$ cat config.mk
export PLATFORM = sky130hd
export DESIGN_NAME = sd_reg_bank
export DESIGN_NICKNAME = d
export VERILOG_FILES = /design/src/rtl/sd_reg_bank.sv
export SDC_FILE = /design/constraint.sdc
export NUM_CORES = 2
export LEC_CHECK = 0
export ABC_AREA = 1
export BUFFER_PORTS_ARGS = -buffer_cell sky130_fd_sc_hd__buf_2
export CORE_AREA = 2 2 460 462
export DETAILED_ROUTE_END_ITERATION = 8
export DIE_AREA = 0 0 462 464
export GPL_ROUTABILITY_DRIVEN = 0
export PLACE_DENSITY = 0.42
export SLEW_MARGIN = 20
export SYNTH_ARGS = -nofsm -noshare
export SYNTH_HDL_FRONTEND = slang
export SYNTH_SLANG_ARGS = --single-unit
$ cat constraint.sdc
create_clock -name clk -period 38 [get_ports clk]
set_input_delay 5.7 -clock clk [delete_from_list [all_inputs] [get_ports clk]]
set_output_delay 5.7 -clock clk [all_outputs]
set_load 0.1 [all_outputs]
$ cat src/rtl/sd_reg_bank.sv
// SD host controller register bank.
// Bus side: req/ack handshake (IDLE -> ACK -> WAIT), one access per req
// assertion, byte-lane writes. Hardware side: response load into regs 4..7,
// present-state mirror into reg 9, interrupt status set pulses into reg 12.
// Field positions (Command high byte, Software_Reset byte) follow the
// 32-bit SD register layout.
module sd_reg_bank #(
  parameter int                    DATA_WIDTH = 32,
  parameter int                    ADDR_WIDTH = 5,
  parameter int                    NUM_REGS   = 29,
  parameter logic [DATA_WIDTH-1:0] CAP_RESET  = 32'h0000_0000,
  parameter logic [15:0]           VERSION    = 16'h0001
) (
  input  logic                           clk,
  input  logic                           reset,
  input  logic                           req,
  input  logic                           rw,
  input  logic [ADDR_WIDTH-1:0]          addr,
  input  logic [DATA_WIDTH-1:0]          data_in,
  input  logic [DATA_WIDTH/8-1:0]        byte_en,
  output logic [DATA_WIDTH-1:0]          data_out,
  output logic                           ack,
  output logic                           err,
  input  logic                           resp_we,
  input  logic [4*DATA_WIDTH-1:0]        resp_data,
  input  logic [DATA_WIDTH-1:0]          present_state,
  input  logic [15:0]                    int_set,
  output logic                           irq,
  output logic                           cmd_start,
  output logic [NUM_REGS*DATA_WIDTH-1:0] reg_q
);

  localparam int NB = DATA_WIDTH / 8;

  typedef enum logic [1:0] {IDLE, ACK, WAIT} state_t;

  state_t                r_state;
  logic [DATA_WIDTH-1:0] r_data_out;
  logic                  r_ack;
  logic                  r_err;
  logic                  r_cmd_start;
  logic                  r_irq;

  logic                  w_acc;
  logic                  w_addr_ok;
  logic                  w_wr;
  logic [DATA_WIDTH-1:0] w_bmask;
  logic [DATA_WIDTH-1:0] w_rd_raw;
  logic [DATA_WIDTH-1:0] w_merged;
  logic [NUM_REGS-1:0]   w_wsel;
  logic [DATA_WIDTH-1:0] w_regs [NUM_REGS];

  // An access is taken only from IDLE; WAIT blocks repeats while req stays high.
  assign w_acc     = (r_state == IDLE) && req;
  assign w_addr_ok = ({1'b0, addr} < (ADDR_WIDTH+1)'(NUM_REGS));
  assign w_wr      = w_acc && !rw && w_addr_ok;

  // Expand byte enables to a bit mask.
  always_comb begin
    w_bmask = '0;
    for (int b = 0; b < NB; b++) w_bmask[b*8 +: 8] = {8{byte_en[b]}};
  end

  // Addressed register content (0 for unimplemented addresses) and the
  // byte-merged write value; a write only ever lands on the addressed register.
  always_comb begin
    w_rd_raw = '0;
    for (int n = 0; n < NUM_REGS; n++)
      if (addr == ADDR_WIDTH'(n)) w_rd_raw = w_regs[n];
  end

  assign w_merged = (w_rd_raw & ~w_bmask) | (data_in & w_bmask);

  // One-hot write select per register.
  always_comb begin
    w_wsel = '0;
    for (int n = 0; n < NUM_REGS; n++)
      w_wsel[n] = w_wr && (addr == ADDR_WIDTH'(n));
  end

  // Per-register storage; the register kind is fixed by its index.
  for (genvar n = 0; n < NUM_REGS; n++) begin : g_reg
    logic [DATA_WIDTH-1:0] r_q;

    if (n >= 4 && n <= 7) begin : g_resp
      // Response words: hardware load only, bus writes ignored.
      always_ff @(posedge clk or posedge reset)
        if (reset)        r_q <= '0;
        else if (resp_we) r_q <= resp_data[(n-4)*DATA_WIDTH +: DATA_WIDTH];
    end else if (n == 9) begin : g_pstate
      // Present state mirror, refreshed every cycle.
      always_ff @(posedge clk or posedge reset)
        if (reset) r_q <= '0;
        else       r_q <= present_state;
    end else if (n == 16) begin : g_cap
      assign r_q = CAP_RESET;
    end else if (n == 19) begin : g_ver
      assign r_q = {VERSION, {(DATA_WIDTH-16){1'b0}}};
    end else if (n >= 17 && n <= 18) begin : g_ro0
      assign r_q = '0;
    end else if (n == 12) begin : g_nis
      // W1C per enabled lane; a hardware set wins over a same-cycle clear.
      always_ff @(posedge clk or posedge reset)
        if (reset) r_q <= '0;
        else       r_q <= (r_q & ~(w_wsel[n] ? (data_in & w_bmask) : '0))
                          | {{(DATA_WIDTH-16){1'b0}}, int_set};
    end else if (n == 11) begin : g_swrst
      // Software_Reset byte reads back 1 for one cycle, then self-clears.
      always_ff @(posedge clk or posedge reset)
        if (reset) r_q <= '0;
        else begin
          if (w_wsel[n]) r_q <= w_merged;
          if (!(w_wsel[n] && byte_en[3])) r_q[31:24] <= '0;
        end
    end else begin : g_rw
      // Plain read/write register with byte lanes.
      always_ff @(posedge clk or posedge reset)
        if (reset)          r_q <= '0;
        else if (w_wsel[n]) r_q <= w_merged;
    end

    assign w_regs[n]                            = r_q;
    assign reg_q[n*DATA_WIDTH +: DATA_WIDTH]    = r_q;
  end

  // Handshake FSM with registered ack/err/data_out/cmd_start.
  always_ff @(posedge clk or posedge reset) begin
    if (reset) begin
      r_state     <= IDLE;
      r_ack       <= 1'b0;
      r_err       <= 1'b0;
      r_data_out  <= '0;
      r_cmd_start <= 1'b0;
    end else begin
      r_cmd_start <= 1'b0;
      case (r_state)
        IDLE: begin
          if (req) begin
            r_state <= ACK;
            r_ack   <= 1'b1;
            r_err   <= !w_addr_ok;
            if (rw) r_data_out <= w_addr_ok ? w_rd_raw : '0;
            r_cmd_start <= !rw && w_addr_ok && (addr == ADDR_WIDTH'(3)) && byte_en[3];
          end
        end
        ACK: begin
          r_state <= WAIT;
          r_ack   <= 1'b0;
          r_err   <= 1'b0;
        end
        WAIT: begin
          if (!req) r_state <= IDLE;
        end
        default: r_state <= IDLE;
      endcase
    end
  end

  // Interrupt: any enabled normal or error status bit.
  always_ff @(posedge clk or posedge reset)
    if (reset) r_irq <= 1'b0;
    else       r_irq <= |(w_regs[12] & w_regs[14]);

  assign data_out  = r_data_out;
  assign ack       = r_ack;
  assign err       = r_err;
  assign cmd_start = r_cmd_start;
  assign irq       = r_irq;

endmodule
==> reports/qor.csv <==
metric;value;unit
status;completed;
met3 Use GR;0.0725;
commonest non-fill, non-tap cells in the layout;nand2_1 (2726), buf_2 (1056), dfrtp_1 (838), inv_1 (224), o21ai_0 (138);
Req. time, crit path;38.69;ns
GRT Total Usage;0.245;
min-delay worst type;flop to flop;
measured slew at the worst slew-check pin;1.15;ns
share of layout cells above drive strength 1;0.258;
final hold violation count;0;
Die X;462;µm
Num Clock Sinks;838;
vias per cell;4.43;
slew margin rel.;0.231;
Cell variety after synth;32;
commonest non-fill, non-tap cell in the layout;nand2_1;
Num CTS Buffers;111;
Avg Cell Area, Syn;7.72;µm²
Root Driver;clkbuf_16;
DR vias;40000;
async set-reset flop share out of synthesis;1.00;
WHS Path Cells;2;
Clock Tree Buf Depth;3;
max cap viols;0;
Critical Path AT;10.61;ns
clock transition at the registers of the reported paths;0.06;ns
Syn Inst Count;5129;
busiest layer in global routing;met2;
Die Ht;464;µm
Post-synth EDFFs;0;
RSZ-0062 raised after global routing;false;
first-pass GRT wire length;357;mm
fin area;0.0514;mm²
Storage cell area;0.0210;mm²
largest net degree at the start of global routing;140;
met2 Track Usage GR;0.402;
core box area;0.209;mm²
most area-hungry cell type in the Yosys netlist;dfrtp_1;
Synth Warn #;0;
Finished Layout Cells;9028;
Final nets;6335;
Site Rows;168;
Crit. Startpoint;addr[1];
Multi-input gate area;0.0161;mm²
I/O pin cnt;1186;
crit path time final;9.91;ns
H-tree depth;3;
clk_lat worst skew;0.76;ns
FF+latch count, synth;838;
Remaining DRCs;0;
R2R Path Start;g_reg[0].r_q[10]$_DFFE_PP0P_;
PostCTS Resize Cnt;0;
placed cells;8804;
number of fill cells;23300;
skew final;0.0499;ns
R2R setup slack;33.66;ns
Post-Route WL;272;mm
Max Fclk;101;MHz
final setup fails;0;
startpoint types;primary input;
worst vdd ir;0.0509;mV
FF-to-FF path depth;20;
leakage;0.0285;µW
DR pass1 iterations;6;
port bufs;1057;
Initial Util;0.189;
initial DRC count;3874;
Post-Syn Area;0.0396;mm²
Final ANT Viol Nets;0;
die area;0.214;mm²
FF-to-FF End;g_reg[2].r_q[10]$_DFFE_PP0P_;
most common flop cell mapped by yosys;dfrtp_1;
crit path to;g_reg[2].r_q[10]$_DFFE_PP0P_;
top-area cell type share of the netlist area;0.530;
buffers inserted by post-CTS timing repair;0;
sequential area share after synthesis;0.530;
HP Start;data_out[18]$_DFFE_PP0P_;
crit path max fanout;32;
fin crit share;0.261;
synth top area cells;dfrtp_1 (53%), nand2_1 (26%), buf_4 (2.6%);
antenna violations before repair;47;
CP Capture Type;flop;
final core occ;0.246;
kind of critical path;primary input to flop;
Placed Area;0.0475;mm²
grt ovf;0;
WL/cell;30.1;µm
number of global-route vias before repair;38400;
Post-Route Setup TNS;0;ns
met1 usage;0.282;
CTS tree;done;
HPWL after detailed placement;208;mm
cell area power density;67.2;mW/mm²
Post-CTS Hold Fix Bufs;0;
Max Transition Viols Final;0;
Area Overhead vs Synth;29.8;%
report_power, final:
| part | internal, µW | leakage [µW] | switching, µW |
|---|---|---|---|
| sequential | 992 | 0.0111 | 98.6 |
| clock | 667 | 0.00186 | 460 |
| combinational | 140 | 0.0155 | 1100 |
| total | 1800 | 0.0285 | 1650 |
metal layers:
metal / up-vias / routed length (µm)
met3: 423 / 25900
met5: - / 13
met2: 2014 / 128000
met1: 20000 / 101000
li1: 17600 / -
met4: 2 / 16400
worst min path at each step:
stage / endpoint
global route: data_out[18]$_DFFE_PP0P_
CTS: data_out[18]$_DFFE_PP0P_
floorplan: r_state[0]$_DFFE_PP0P_
global placement: data_out[15]$_DFFE_PP0P_
detailed placement: data_out[18]$_DFFE_PP0P_
finish: data_out[18]$_DFFE_PP0P_
stage by stage:
stage	power [µW]	setup slack [ns]	hold WS [ns]
3_3_place_gp	2340	27.39	0.460
6_report	3450	28.09	0.480
5_1_grt	3560	27.90	0.494
4_1_cts	3480	28.20	0.484
2_1_floorplan	2020	8.76	0.447
3_5_place_dp	2340	27.36	0.460
worst max-delay path: stages:
cell,delay [ns]
buf_2,0.15
nor2_2,0.28
nand2_1,0.21
nor2_4,0.76
nand2_1,0.19
nand3_1,0.25
nor2_1,0.13
nand3_1,0.20
nor3_1,0.08
nand3_1,0.18
nand2_1,0.28
nand3_1,0.16
nand2_1,0.08
nand2_1,0.09
nand2_1,0.10
nand4_1,0.23
nand2_1,0.08
nand4_1,0.08
nand2_1,0.07
nand2_1,0.08
nand2_1,0.08
nand2_2,0.79
nand2_1,0.12
nand2_1,0.10
registers in the layout, summed over array words and instances (netlist names):
name,flops
ack,1
r_state,2
cmd_start,1
err,1
g.r_q,800
irq,1
data_out,32
cells by family after synthesis:
group / after synthesis / synth area share
compound gates: 263 / 0.0346
buf+inv: 640 / 0.0791
flops: 838 / 0.530
mux: 53 / 0.0151
other cells: 2 / 0.000190
simple gates: 3333 / 0.341
cell type report:
cell class	instances	share of cell area
tap	2805	0.0683
multi-input combinational	3777	0.314
inverter	245	0.0180
clock buffer	158	0.0626
clock inverter	40	0.0111
antenna	25	0.00122
timing repair buffer	1140	0.116
sequential	838	0.408
Yosys cell counts (8+ instances only):
master / number
or2_2: 136
inv_1: 234
nand3b_1: 9
or2_0: 17
buf_6: 24
buf_4: 137
nor2_2: 9
nor3_1: 15
nand2_1: 2729
nor2_1: 143
a21oi_1: 110
a221oi_1: 8
mux2_2: 53
buf_1: 20
nand4_1: 93
inv_2: 10
o21ai_0: 138
nand2_2: 34
buf_2: 26
nand3_1: 139
clkbuf_1: 187
dfrtp_1: 838
No activity file was read; power rests on OpenSTA's default activity.
